`src/rtl/cache_fill_ctrl.sv`:
```
// cache_fill_ctrl: sequences pipelined 8-word block fills and write-through stores to word memory
module cache_fill_ctrl #(
  parameter int ADDR_WIDTH = 16,
  parameter int WORDS_PER_BLOCK = 8,
  localparam int LW = $clog2(WORDS_PER_BLOCK)
) (
  input  logic                  clk,
  input  logic                  rst,
  input  logic                  miss_req,
  input  logic [ADDR_WIDTH-1:0] miss_addr,
  input  logic                  wr_req,
  input  logic [ADDR_WIDTH-1:0] wr_addr,
  input  logic [15:0]           wr_data,
  output logic [ADDR_WIDTH-1:0] mem_addr,
  output logic [15:0]           mem_data_out,
  output logic                  mem_en,
  output logic                  mem_wr,
  input  logic [15:0]           mem_rdata,
  input  logic                  mem_rvalid,
  output logic                  fill_we,
  output logic [LW-1:0]         fill_word,
  output logic [15:0]           fill_data,
  output logic                  fill_tag_we,
  output logic                  fill_done,
  output logic                  wr_done,
  output logic                  busy
);
  typedef enum logic [1:0] {IDLE, FILL, WRITE, DONE} state_t;
  state_t state;
  logic [LW:0] issue_cnt, recv_cnt;
  logic [ADDR_WIDTH-1:0] base;
  logic issuing, accept, writing;
  // counters stop at exactly WORDS_PER_BLOCK, so the top bit marks "all issued/received"
  always_comb begin
    issuing = !rst && state == FILL && !issue_cnt[LW];
    accept = !rst && state == FILL && mem_rvalid && !recv_cnt[LW];
    writing = !rst && state == WRITE;
    mem_en = issuing || writing;
    mem_wr = writing;
    mem_addr = issuing ? (base | {{(ADDR_WIDTH-LW-1){1'b0}}, issue_cnt[LW-1:0], 1'b0}) :
               writing ? {wr_addr[ADDR_WIDTH-1:1], 1'b0} : '0;
    mem_data_out = writing ? wr_data : '0;
    fill_we = accept;
    fill_word = accept ? recv_cnt[LW-1:0] : '0;
    fill_data = accept ? mem_rdata : '0;
    fill_done = !rst && state == DONE;
    fill_tag_we = fill_done;
    wr_done = writing;
    busy = !rst && state != IDLE;
  end
  always_ff @(posedge clk) begin
    if (rst) begin
      state <= IDLE;
      issue_cnt <= '0;
      recv_cnt <= '0;
      base <= '0;
    end else begin
      case (state)
        IDLE: begin
          if (miss_req) begin
            state <= FILL;
            base <= {miss_addr[ADDR_WIDTH-1:LW+1], {(LW+1){1'b0}}};
          end else if (wr_req) state <= WRITE;
        end
        FILL: begin
          if (issuing) issue_cnt <= issue_cnt + 1'b1;
          if (accept) begin
            recv_cnt <= recv_cnt + 1'b1;
            if (recv_cnt[LW-1:0] == '1) state <= DONE;
          end
        end
        DONE: begin
          state <= IDLE;
          issue_cnt <= '0;
          recv_cnt <= '0;
        end
        default: state <= IDLE;
      endcase
    end
  end
endmodule
```
`config.mk`:
```
export PLATFORM = sky130hd
export DESIGN_NAME = cache_fill_ctrl
export DESIGN_NICKNAME = d
export VERILOG_FILES = /design/src/rtl/cache_fill_ctrl.sv
export SDC_FILE = /design/constraint.sdc
export NUM_CORES = 1
export LEC_CHECK = 0
export ABC_AREA = 1
export CELL_PAD_IN_SITES_DETAIL_PLACEMENT = 0
export CELL_PAD_IN_SITES_GLOBAL_PLACEMENT = 1
export CORE_ASPECT_RATIO = 1.4
export CORE_UTILIZATION = 17
export CTS_CLUSTER_DIAMETER = 100
export DETAILED_ROUTE_END_ITERATION = 16
export GPL_TIMING_DRIVEN = 1
export PLACE_DENSITY_LB_ADDON = 0.05
export SETUP_SLACK_MARGIN = 0.02
export SLEW_MARGIN = 25
export SYNTH_ARGS = -nofsm -noshare
export SYNTH_HDL_FRONTEND = slang
export SYNTH_SLANG_ARGS = --single-unit
```
`constraint.sdc`:
```
create_clock -name clk -period 1.6 [get_ports clk]
set_input_delay 0.48 -clock clk [delete_from_list [all_inputs] [get_ports clk]]
set_output_delay 0.48 -clock clk [all_outputs]
set_load 0.1 [all_outputs]
```
# ---- After elaboration in Yosys (flattened, before gate mapping)
# Index checks and enable logic that the tools add are counted.
dict set report op_classes {
  add_sub_neg 2
  n_eq_ne 8
  mux 14
  bitwise_logic 1
  n_reduce_logical 18
}
# operator n
set op_table {}
lappend op_table {{$mux W16} 4}
lappend op_table {{$or A16 B4 Y16} 1}
lappend op_table {{$pmux W4 S2} 2}
lappend op_table {{$add A4 B1 Y4 const B} 2}
lappend op_table {{$mux W2} 4}
lappend op_table {{$mux W4} 2}
lappend op_table {{$logic_and A1 B1 Y1} 7}
lappend op_table {{$reduce_and A2 Y1} 3}
lappend op_table {{$eq A2 B2 Y1 const B} 2}
lappend op_table {{$ne A2 B2 Y1 const B} 2}
lappend op_table {{$pmux W2 S2} 1}
lappend op_table {{$reduce_bool A2 Y1} 2}
lappend op_table {{$eq A3 B3 Y1 const B} 1}
lappend op_table {{$logic_not A1 Y1} 3}
lappend op_table {{$mux W3} 1}
lappend op_table {{$ne A3 B3 Y1 const B} 1}
lappend op_table {{$reduce_and A3 Y1} 1}
lappend op_table {{$eq A2 B1 Y1 const B} 1}
lappend op_table {{$logic_not A2 Y1} 1}
lappend op_table {{$ne A2 B1 Y1 const B} 1}
lappend op_table {{$logic_or A1 B1 Y1} 1}
dict set report word_totals {
  reg_bits 22
  inputBits 69
  out_inout_bits 58
}

# ---- Logic depth before layout (Yosys ltp)
dict set report depth {
  word_depth 6
  mapped_depth 7
  depth_no_buf 7
}

# ---- Worst setup path after synthesis
# Ideal clock, no wire load.
dict set report synth_path {
  path_kind {input to output}
  start {in rst}
  end {out mem_addr[1]}
  arrival_time_ns 2.996
  path_slack_ns -1.876
  path_stages 4
  n_path_buf 1
  cell_sequence {buf_6 > nor2_2 > nand3_2 > o21ai_0}
}
dict set report synth_via {
  elab_chain_len 4
  elab_cells_between_ends 6
}
# element line_no
set synth_rtl {}
lappend synth_rtl {{from (decl)} 8} ;# input logic rst,
lappend synth_rtl {{$logic_not A1 Y1 *} {35, 37}}
lappend synth_rtl {{$logic_and A1 B1 Y1, on equally long branches} {37, 35}}
lappend synth_rtl {{$mux W16 or $logic_and A1 B1 Y1 (tied branches)} {41, 35}}
lappend synth_rtl {{$mux W16 *} 40} ;# mem_addr = issuing ? (base | {{(ADDR_WIDTH-LW-1){1'b0}}, issue_cnt[LW-1:0], 1'b0}) :
lappend synth_rtl {{to (decl)} 14} ;# output logic [ADDR_WIDTH-1:0] mem_addr,
# Every way passes the cells marked *; elsewhere a longest branch is shown, timed or not.

# ---- Worst setup path in the final report
dict set report layout_path {
  start {reg state[1]}
  end {out fill_data[12]}
}
dict set report layout_via {
  elab_chain_len 5
}
# element line_no
set layout_rtl {}
lappend layout_rtl {{from (decl)} 29} ;# state_t state;
lappend layout_rtl {{from (signal assigned)} 53} ;# state <= IDLE;
lappend layout_rtl {{from (signal assigned)} 61} ;# state <= FILL;
lappend layout_rtl {{from (signal assigned)} 63} ;# end else if (wr_req) state <= WRITE;
lappend layout_rtl {{$eq A2 B1 Y1} 36} ;# accept = !rst && state == FILL && mem_rvalid && !recv_cnt[LW];
lappend layout_rtl {{$logic_and A1 B1 Y1 (3 in series)} 36}
lappend layout_rtl {{$mux W16} 45} ;# fill_data = accept ? mem_rdata : '0;
lappend layout_rtl {{to (decl)} 22} ;# output logic [15:0] fill_data,
# No other way between the ends.

==> insert_results.sql <==
INSERT INTO impl_metrics (metric_group, metric, value, unit) VALUES
('status', 'outcome', 'complete, but fails checks', ''),
('status', 'violations', 'setup timing', ''),
('place', 'dp.final_hpwl', '4.41', 'mm'),
('critical_path', 'critical_path.startpoint_type', 'register', ''),
('power_and_ir_drop', 'power_report.internal_total', '1.52', 'mW'),
('power_and_ir_drop', 'max_ir_drop_vdd', '0.000324', 'V'),
('sta', 'setup_viol', '57', ''),
('global_route', 'globalRouteMet1Util', '13.9', '%'),
('yosys', 'synth_largest_type_area_fraction', '29.9', '%'),
('global_route', 'met2_usage', '24.0', '%'),
('clock_tree', 'root_buffer', 'sky130_fd_sc_hd__clkbuf_16', ''),
('final_layout', 'num_antenna_cells', '0', ''),
('critical_path', 'max_stage_delay', '0.37', 'ns'),
('critical_path', 'critPathRequiredTime', '1.12', 'ns'),
('clock_tree', 'worst_setup_hold_path_clk_slew', '0.06', 'ns'),
('yosys', 'async_flop_share', '0', '%'),
('critical_path', 'critical_path.endpoint_type', 'primary output', ''),
('critical_path', 'crit_arrival', '1.45', 'ns'),
('yosys', 'synth.net_count', '324', ''),
('critical_path', 'cp_num_buf_inv', '3', ''),
('critical_path', 'reg2reg_setup_slack', '0.17', 'ns'),
('yosys', 'synth-edff-count', '0', ''),
('sta', 'finalHoldViolCount', '0', ''),
('critical_path', 'cp-endpoint', 'fill_data[12]', ''),
('clock_tree', 'clockBufferDepth', '2', ''),
('power_and_ir_drop', 'power.share.clock', '20.7', '%'),
('clock_tree', 'h_tree_level_count', '1', ''),
('yosys', 'synthesized_netlist_cell_count', '252', ''),
('sta', 'final_max_slew_viol_count', '0', ''),
('yosys', 'synthDistinctLibCells', '25', ''),
('critical_path', 'criticalPathCategory', 'register to primary output', ''),
('global_route', 'grt_use_total', '13.1', '%'),
('detailed_routing', 'route.detailed.drc', '0', ''),
('floorplan', 'io_pins', '127', ''),
('critical_path', 'worst_r2r_endpoint', 'base[4]$_SDFFE_PP0P_', ''),
('floorplan', 'die-height', '112', 'um'),
('sta', 'unrepaired_setup_endpoints_after_global_routing', 'true', ''),
('detailed_routing', 'drt-vias-per-instance', '3.99', ''),
('power_and_ir_drop', 'switchingPower', '1.04', 'mW'),
('clock_tree', 'tritoncts_num_sinks', '22', ''),
('place', 'placed_area', '0.00414', 'mm^2'),
('yosys', 'synth.yosys.warnings', '0', ''),
('final_layout', 'area.growth.synth_to_final', '218', '%'),
('critical_path', 'worstRegToRegCells', '7', ''),
('sta', 'final_critical_path_setup_slack', '-0.325', 'ns'),
('final_layout', 'final_net_count', '476', ''),
('detailed_routing', 'drtAntennaViolNets', '0', ''),
('detailed_routing', 'totalWireLength', '5.58', 'mm'),
('global_route', 'antenna_violations_before_repair', '0', ''),
('yosys', 'ys_seq_area_share', '29.9', '%'),
('sta', 'setup_skew_after_layout', '0.00264', 'ns'),
('critical_path', 'critPathTopFamily', 'buffers and inverters', ''),
('power_and_ir_drop', 'comb_power_share', '53.9', '%'),
('critical_path', 'worstSetupPathDepth', '7', ''),
('detailed_routing', 'post_drt_wl_per_cell', '11.1', 'um'),
('detailed_routing', 'drt_iter0_markers', '26', ''),
('power_and_ir_drop', 'total_power', '2.56', 'mW'),
('place', 'gp_routability_congestion', '0.714', ''),
('sta', 'timing.setup.tns', '-14.94', 'ns'),
('critical_path', 'slowest_library_cell_on_the_worst_path', 'sky130_fd_sc_hd__dfxtp_4', ''),
('worst_hold_path', 'timing.hold.worst.class', 'register to register', ''),
('power_and_ir_drop', 'sw_frac_of_total', '40.6', '%'),
('yosys', 'ys.flop_type', 'sky130_fd_sc_hd__dfxtp_1', ''),
('detailed_routing', 'via_count', '2009', ''),
('power_and_ir_drop', 'leakage', '1.98', 'nW'),
('global_route', 'pin_count_of_the_biggest_net_entering_global_routing', '15', ''),
('critical_path', 'worstPathMaxFanout', '7', ''),
('clock_tree', 'clock_latency_of_the_later_clocked_register_in_the_worst_skew_pair', '0.25', 'ns'),
('yosys', 'yosys-top-cells-area', 'sky130_fd_sc_hd__dfxtp_1, sky130_fd_sc_hd__nor2_1, sky130_fd_sc_hd__nand2_1', ''),
('floorplan', 'placement_rows', '39', ''),
('worst_hold_path', 'hold_path_startpoint', 'recv_cnt[3]$_SDFFE_PP0P_', '');
how the worst min path moves through the flow:
stage,end,cells after the start
floorplan,recv_cnt[3]$_SDFFE_PP0P_,2
global placement,recv_cnt[3]$_SDFFE_PP0P_,2
detailed placement,recv_cnt[3]$_SDFFE_PP0P_,2
CTS,recv_cnt[3]$_SDFFE_PP0P_,2
global route,recv_cnt[3]$_SDFFE_PP0P_,2
finish,recv_cnt[3]$_SDFFE_PP0P_,2
kinds of logic (layout without fill, tap and decap cells):
family	count (synthesis)	after routing	synth area share, %
AND/OR/NAND/NOR	136	136	38.6
buffers and inverters	64	214	19.3
AO/OA/AOI/OAI	26	26	9.42
flip-flops	22	22	29.9
adder cells (fa/ha/maj)	3	3	2.54
other	1	1	0.254
cell type report:
type | count | area [um^2] | area share, %
sequential | 22 | 448 | 9.54
inverter | 52 | 239 | 5.09
timing repair inverter | 2 | 31.3 | 0.666
clock buffer | 3 | 75.1 | 1.60
tap | 102 | 128 | 2.72
multi-input combinational | 166 | 1530 | 32.6
timing repair buffer | 157 | 2240 | 47.8
worst register-to-register path: cells and delay by family (launching register included):
kind	cells	cell delay (ns)
buffers and inverters	3	0.39
AND/OR/NAND/NOR	3	0.39
AO/OA/AOI/OAI	1	0.16
flip-flops	1	0.37
stage by stage:
step / hold slack, ns / instances / util, % / setup WS [ns]
final: 0.487 / 504 / 56.6 / -0.325
after global routing: 0.516 / 504 / 56.6 / -0.376
after CTS: 0.499 / 501 / 54.1 / -0.410
after detailed placement: 0.470 / 486 / 49.9 / -0.788
after global placement: 0.451 / 486 / 49.9 / -0.774
after floorplan: 0.438 / 252 / - / -0.490
power by group through the flow:
stage	combinational (mW)	sequential (mW)	clock [mW]
2_1_floorplan	0.753	0.635	0
3_3_place_gp	1.25	0.636	0
3_5_place_dp	1.26	0.637	0
4_1_cts	1.34	0.631	0.547
5_1_grt	1.46	0.656	0.568
6_report	1.38	0.650	0.531
registers in the layout, indices dropped and copies added, names as in the netlist:
name	cells
issue_cnt	4
recv_cnt	4
base	12
state	2
repair_timing:
item                                    CTS  global route
endpoints found under the setup margin   60            57
gates resized for setup                  46            44
pin swaps                                 9            18
buffers inserted                          9             4
gates cloned                              3             1
per-layer routing:
| layer | share of wire (%) | vias to the layer above |
|---|---|---|
| met5 | 0 | - |
| met4 | 2.4 | 0 |
| met3 | 8.6 | 9 |
| met2 | 57 | 86 |
| met1 | 32 | 875 |
| li1 | - | 1039 |
cell usage in the layout (no fill, tap or decap), types with 3 or more instances in the layout:
| cell | count |
|---|---|
| sky130_fd_sc_hd__clkbuf_16 | 3 |
| sky130_fd_sc_hd__nor2_4 | 40 |
| sky130_fd_sc_hd__buf_4 | 16 |
| sky130_fd_sc_hd__nand2_8 | 21 |
| sky130_fd_sc_hd__ha_1 | 3 |
| sky130_fd_sc_hd__o21ai_0 | 15 |
| sky130_fd_sc_hd__nand2_2 | 13 |
| sky130_fd_sc_hd__buf_12 | 66 |
| sky130_fd_sc_hd__nand2_1 | 9 |
| sky130_fd_sc_hd__nand2_4 | 14 |
| sky130_fd_sc_hd__nor2_1 | 31 |
| sky130_fd_sc_hd__nand3_1 | 3 |
| sky130_fd_sc_hd__clkdlybuf4s50_1 | 61 |
| sky130_fd_sc_hd__dfxtp_1 | 20 |
| sky130_fd_sc_hd__inv_2 | 3 |
| sky130_fd_sc_hd__nand3_4 | 3 |
| sky130_fd_sc_hd__buf_6 | 10 |
| sky130_fd_sc_hd__a21oi_1 | 7 |
| sky130_fd_sc_hd__inv_1 | 44 |
No activity file was read; power rests on OpenSTA's default activity.
